<file path="src/rtl/imm_ext_pkg.sv">
// Shared constants for the ID-stage immediate generator: mode encodings,
// SHAMT field bounds and legal parameter ranges.
package imm_ext_pkg;

  localparam logic [2:0] MODE_ZERO   = 3'd0;
  localparam logic [2:0] MODE_SIGN   = 3'd1;
  localparam logic [2:0] MODE_UPPER  = 3'd2;
  localparam logic [2:0] MODE_BRANCH = 3'd3;
  localparam logic [2:0] MODE_SHAMT  = 3'd4;

  // Shift-amount field position inside the raw immediate
  localparam int unsigned SHAMT_HI = 10;
  localparam int unsigned SHAMT_LO = 6;
  localparam int unsigned SHAMT_W  = SHAMT_HI - SHAMT_LO + 1;

  // Legal parameter ranges (IN_W upper bound is OUT_W/2, checked at the top)
  localparam int unsigned IN_W_MIN   = SHAMT_HI + 1;
  localparam int unsigned STAGES_MIN = 1;
  localparam int unsigned STAGES_MAX = 4;

endpackage

</file>
<file path="src/rtl/imm_extend_core.sv">
// Combinational immediate extension: raw field + mode -> OUT_W result.
// Reserved modes yield a zero result with the illegal flag raised.
module imm_extend_core
  import imm_ext_pkg::*;
#(
  parameter int unsigned IN_W  = 16,
  parameter int unsigned OUT_W = 32
) (
  input  logic [IN_W-1:0]  in_imm,
  input  logic [2:0]       in_mode,
  output logic [OUT_W-1:0] result,
  output logic             illegal
);

  localparam int unsigned PAD_W = OUT_W - IN_W;

  logic             sign;
  logic [OUT_W-1:0] sext;

  assign sign = in_imm[IN_W-1];
  assign sext = {{PAD_W{sign}}, in_imm};

  // Mode decode; upper bits of SIGN/BRANCH replicate the sign bit
  always_comb begin
    result  = '0;
    illegal = 1'b0;
    case (in_mode)
      MODE_ZERO:   result = {{PAD_W{1'b0}}, in_imm};
      MODE_SIGN:   result = sext;
      MODE_UPPER:  result = {in_imm, {PAD_W{1'b0}}};
      MODE_BRANCH: result = {sext[OUT_W-3:0], 2'b00};
      MODE_SHAMT:  result = {{(OUT_W-SHAMT_W){1'b0}}, in_imm[SHAMT_HI:SHAMT_LO]};
      default:     illegal = 1'b1;
    endcase
  end

endmodule

</file>
<file path="src/rtl/imm_extend_pipe.sv">
// Pipelined immediate generator: extension core followed by a STAGES-deep
// register chain, each stage carrying {valid, data, illegal}. Flush wins over
// stall; reset clears every stage asynchronously.
module imm_extend_pipe
  import imm_ext_pkg::*;
#(
  parameter int unsigned IN_W   = 16,
  parameter int unsigned OUT_W  = 32,
  parameter int unsigned STAGES = 1
) (
  input  logic             Clk,
  input  logic             Reset,
  input  logic             in_valid,
  input  logic [IN_W-1:0]  in_imm,
  input  logic [2:0]       in_mode,
  input  logic             stall,
  input  logic             flush,
  output logic             out_valid,
  output logic [OUT_W-1:0] out_imm,
  output logic             out_illegal
);

  if (STAGES < STAGES_MIN || STAGES > STAGES_MAX ||
      IN_W < IN_W_MIN || IN_W > OUT_W / 2) begin : g_param_check
    $fatal(1, "imm_extend_pipe: STAGES or IN_W outside legal range");
  end

  logic [OUT_W-1:0] core_result;
  logic             core_illegal;

  imm_extend_core #(
    .IN_W  (IN_W),
    .OUT_W (OUT_W)
  ) u_core (
    .in_imm  (in_imm),
    .in_mode (in_mode),
    .result  (core_result),
    .illegal (core_illegal)
  );

  for (genvar k = 0; k < STAGES; k++) begin : g_stage
    logic             valid_d, valid_q;
    logic [OUT_W-1:0] data_d,  data_q;
    logic             illegal_d, illegal_q;

    if (k == 0) begin : g_head
      // A cycle without a live instruction enters as an all-zero bubble
      assign valid_d   = in_valid;
      assign data_d    = in_valid ? core_result : '0;
      assign illegal_d = in_valid & core_illegal;
    end else begin : g_tail
      assign valid_d   = g_stage[k-1].valid_q;
      assign data_d    = g_stage[k-1].data_q;
      assign illegal_d = g_stage[k-1].illegal_q;
    end

    // Stage register: async clear, flush kills, stall holds, else capture
    always_ff @(posedge Clk or posedge Reset) begin
      if (Reset) begin
        valid_q   <= 1'b0;
        data_q    <= '0;
        illegal_q <= 1'b0;
      end else if (flush) begin
        valid_q   <= 1'b0;
        data_q    <= '0;
        illegal_q <= 1'b0;
      end else if (!stall) begin
        valid_q   <= valid_d;
        data_q    <= data_d;
        illegal_q <= illegal_d;
      end
    end
  end

  assign out_valid   = g_stage[STAGES-1].valid_q;
  assign out_imm     = g_stage[STAGES-1].data_q;
  assign out_illegal = g_stage[STAGES-1].illegal_q;

endmodule

</file>
<file path="config.mk">
export PLATFORM = sky130hd
export DESIGN_NAME = imm_extend_pipe
export DESIGN_NICKNAME = d
export VERILOG_FILES = /design/src/rtl/imm_ext_pkg.sv /design/src/rtl/imm_extend_core.sv /design/src/rtl/imm_extend_pipe.sv
export SDC_FILE = /design/constraint.sdc
export NUM_CORES = 1
export LEC_CHECK = 0
export CAP_MARGIN = 20
export CORE_ASPECT_RATIO = 0.75
export CORE_MARGIN = 1.5
export CORE_UTILIZATION = 40
export DETAILED_ROUTE_END_ITERATION = 10
export PLACE_DENSITY_LB_ADDON = 0.3
export RECOVER_POWER = 50
export SYNTH_ARGS = -nofsm -noshare
export SYNTH_HDL_FRONTEND = slang
export SYNTH_SLANG_ARGS = --single-unit
</file>
<file path="constraint.sdc">
create_clock -name Clk -period 1 [get_ports Clk]
set_input_delay 0.3 -clock Clk [delete_from_list [all_inputs] [get_ports Clk]]
set_output_delay 0.3 -clock Clk [all_outputs]
set_load 0.1 [all_outputs]
</file>
==> key figures <==
Run status
  • Status: complete, but fails checks
  • Failing checks: setup timing

Detailed routing
  • Drc violations: 0
  • Antenna-violating nets left: 0
  • DR WL met2: 3820 um
  • WL met1: just under 3000 um
  • Iteration-0 DRC Markers: approximately 150
  • Via count: approximately 2.0k
  • Routed wire length: approximately 8000 um
  • DR pass1 iterations: 5
  • Top routing layer used: met4
  • DR WL/cell: around 24 um
  • Met3 WL: approximately 710 um
  • Via density: 6.18

CTS
  • Clk_lat worst skew: roughly 290 ps
  • Clk sink count: 34
  • Hold-fix buffers, CTS: 0
  • CTS tree: done
  • CTS Buffer Depth: 2
  • CTS Root Cell: clkbuf_8
  • Worst-path clk slew: ~80 ps
  • H-Tree Level Count: 2
  • CTS Buf Count: 5

Setup path
  • Worst path cell trace: buf_12
  • Crit start category: register
  • Worst Setup End Kind: primary output
  • Top Family by Delay on Critical Path: flip-flops
  • R2R Setup Slk: -40 ps
  • Slowest Stage Delay on Critical Path: ~450 ps
  • Maximum fanout along the worst path: 2
  • Slowest CP cell: dfrtp_2
  • CP required: around 700 ps
  • Kind of critical path: register to primary output
  • Arrival @ worst endpoint: 930 ps
  • CP bufs+invs: 1

Placed design
  • IO Port Bufs: 57
  • RD Place Congestion: 0.792
  • Post-Place Cell Area: ~0.0029 mm^2
  • Post-Place Setup Slack: -801 ps
  • Hpwl dp: ~3600 um

Synthesis
  • Mean area per synthesized cell: around 9.4 um^2
  • Yosys warns: 0
  • Mapped Nets: approximately 200
  • #FFs+latches synth: 34
  • Synth unique cells: 28
  • Synthesized instance count: between 150 and 200
  • Post-synthesis sequential area ratio: 0.510
  • Netlist Area Pre-Place: ~0.0017 mm^2

Global route
  • Largest net degree at the start of global routing: 21
  • Total track usage: 0.332
  • Initial antenna violation count: 0
  • Vias in the first global route: slightly above 2k
  • Grt total ovfl: 0
  • First-pass GRT wire length: 11,200 um

STA
  • RSZ-0062 raised after global routing: yes
  • Clock skew: 0 ps
  • Worst Tran Pin Value: a little over 300 ps
  • Max-Slew Margin vs Limit: 0.795
  • Final period util: 1.23
  • Minimum clock period: between 1000 and 1500 ps
  • Setup TNS: -8450 ps
  • Fmax: ~810 MHz
  • Endpoints failing setup: 62
  • Max-slew violations: 0
  • Fin. Hold Viols: 0
  • Final setup margin: -230 ps

Pwr
  • Worst VDD drop: just under 1 mV
  • Lkg Pwr: about 1.4 nW
  • Total power: about 4.1 mW
  • P per Cell Area: ~1200 mW/mm^2

Flow run
  • Maxcap violations: 0

Cells and area
  • Ratio of cells with drive above 1 in the final layout: 0.726
  • Final Net Count: slightly below 300
  • Area Overhead vs Synth: 110%
  • Number of antenna diodes: 0
  • Final Cell Area: 0.00350 mm^2
  • Post-layout util: 0.869

Floorplan
  • Ports: 58
  • Initial Utilization: 0.414
  • Row Count: 20
  • Die area: 0.00457 mm^2
  • Die H: 58.9 um
  • Die Wd: around 78 um
  • Core Area: just over 0.004 mm^2

Min path
  • Min-delay worst type: primary input to asynchronous set/reset pin
==> through the flow <==
| stage | cells | hold WS [ps] |
|---|---|---|
| floorplan | 177 | 241 |
| global placement | 301 | 508 |
| detailed placement | 301 | 512 |
| CTS | 322 | 271 |
| global route | 325 | 358 |
| finish | 325 | 345 |
==> what timing repair did <==
action	4_1_cts	5_1_grt
pin swaps	14	22
buffers inserted	8	4
gates cloned	6	0
gates resized for setup	82	48
setup endpoints to repair	67	65
==> path summary, 6_finish.rpt <==
kind | from | to | depth (start not counted)
worst max-delay path | out_imm[4] | out_imm[4] | 1
min in group Clk | flush | out_valid | 3
worst min-delay path | Reset | out_imm[22] | 2
max in group asynchronous | Reset | out_imm[25] | 3
worst min register to register | out_imm[0] | out_imm[0] | 2
worst max register to register | out_imm[4] | out_imm[4] | 3
==> area by class of cell <==
| type | instances | area [um^2] |
|---|---|---|
| sequential | 34 | 893 |
| clock buffer | 6 | 82.6 |
| timing repair buffer | 93 | 1290 |
| fill | 170 | 528 |
| clock inverter | 2 | 60.1 |
| inverter | 2 | 8.76 |
| tap | 55 | 68.8 |
| multi-input combinational | 133 | 1090 |
==> synth_stat cells (all sizes together) <==
| cell | number | area share |
|---|---|---|
| a211o | 1 | 0.010 |
| a211oi | 1 | 0.0045 |
| a21o | 1 | 0.0045 |
| a21oi | 30 | 0.090 |
| a22oi | 8 | 0.045 |
| a32oi | 2 | 0.010 |
| and2 | 1 | 0.0038 |
| and3b | 2 | 0.010 |
| buf | 7 | 0.030 |
| clkbuf | 5 | 0.011 |
| dfrtp | 34 | 0.51 |
| inv | 2 | 0.0045 |
| mux2i | 1 | 0.0060 |
| nand2 | 32 | 0.072 |
| nand2b | 1 | 0.0038 |
| nand4 | 1 | 0.0038 |
| nor2 | 2 | 0.0045 |
| nor2b | 16 | 0.060 |
| nor3b | 1 | 0.0045 |
| o21ai | 25 | 0.088 |
| o31ai | 2 | 0.0090 |
| or2 | 1 | 0.0052 |
| or4b | 1 | 0.0082 |
==> kinds of logic after synthesis <==
kind of cell / Yosys count / synth area share
muxes: 1 / 0.00600
AOI/OAI and AO/OA: 70 / 0.262
and+or+nand+nor: 58 / 0.176
DFF: 34 / 0.510
buffers and inverters: 14 / 0.0457
==> power breakdown <==
| part | switching, mW | leakage [nW] | internal (mW) |
|---|---|---|---|
| clock | 0.557 | 0.0714 | 1.06 |
| combinational | 0.587 | 0.939 | 0.408 |
| sequential | 0.0329 | 0.416 | 1.40 |
| total | 1.18 | 1.43 | 2.88 |
==> cell usage in the layout (no fill, tap or decap), types with 2 or more instances in the layout <==
cell / netlist / routed
a211o_4: 1 / 4
a21oi_1: 30 / 7
a21oi_2: 0 / 23
a22oi_2: 3 / 7
and3b_2: 0 / 2
buf_12: 0 / 38
buf_2: 4 / 2
buf_4: 1 / 22
buf_6: 2 / 10
buf_8: 0 / 2
bufinv_16: 0 / 2
clkbuf_8: 0 / 6
clkdlybuf4s50_1: 0 / 10
dfrtp_2: 0 / 34
dlymetal6s2s_1: 0 / 4
nand2_1: 32 / 32
nor2b_1: 16 / 9
nor2b_2: 0 / 2
nor2b_4: 0 / 5
o21ai_2: 6 / 23
==> layer usage <==
layer	up-vias	GRT usage
li1	810	-
met1	968	0.392
met2	183	0.543
met3	46	0.0791
met4	0	0.231
met5	-	0
==> sequential cells by signal, indices dropped and copies added, names as in the netlist <==
name,cells
out_illegal,1
out_imm,32
out_valid,1
Power figures use the tool's default switching activity.
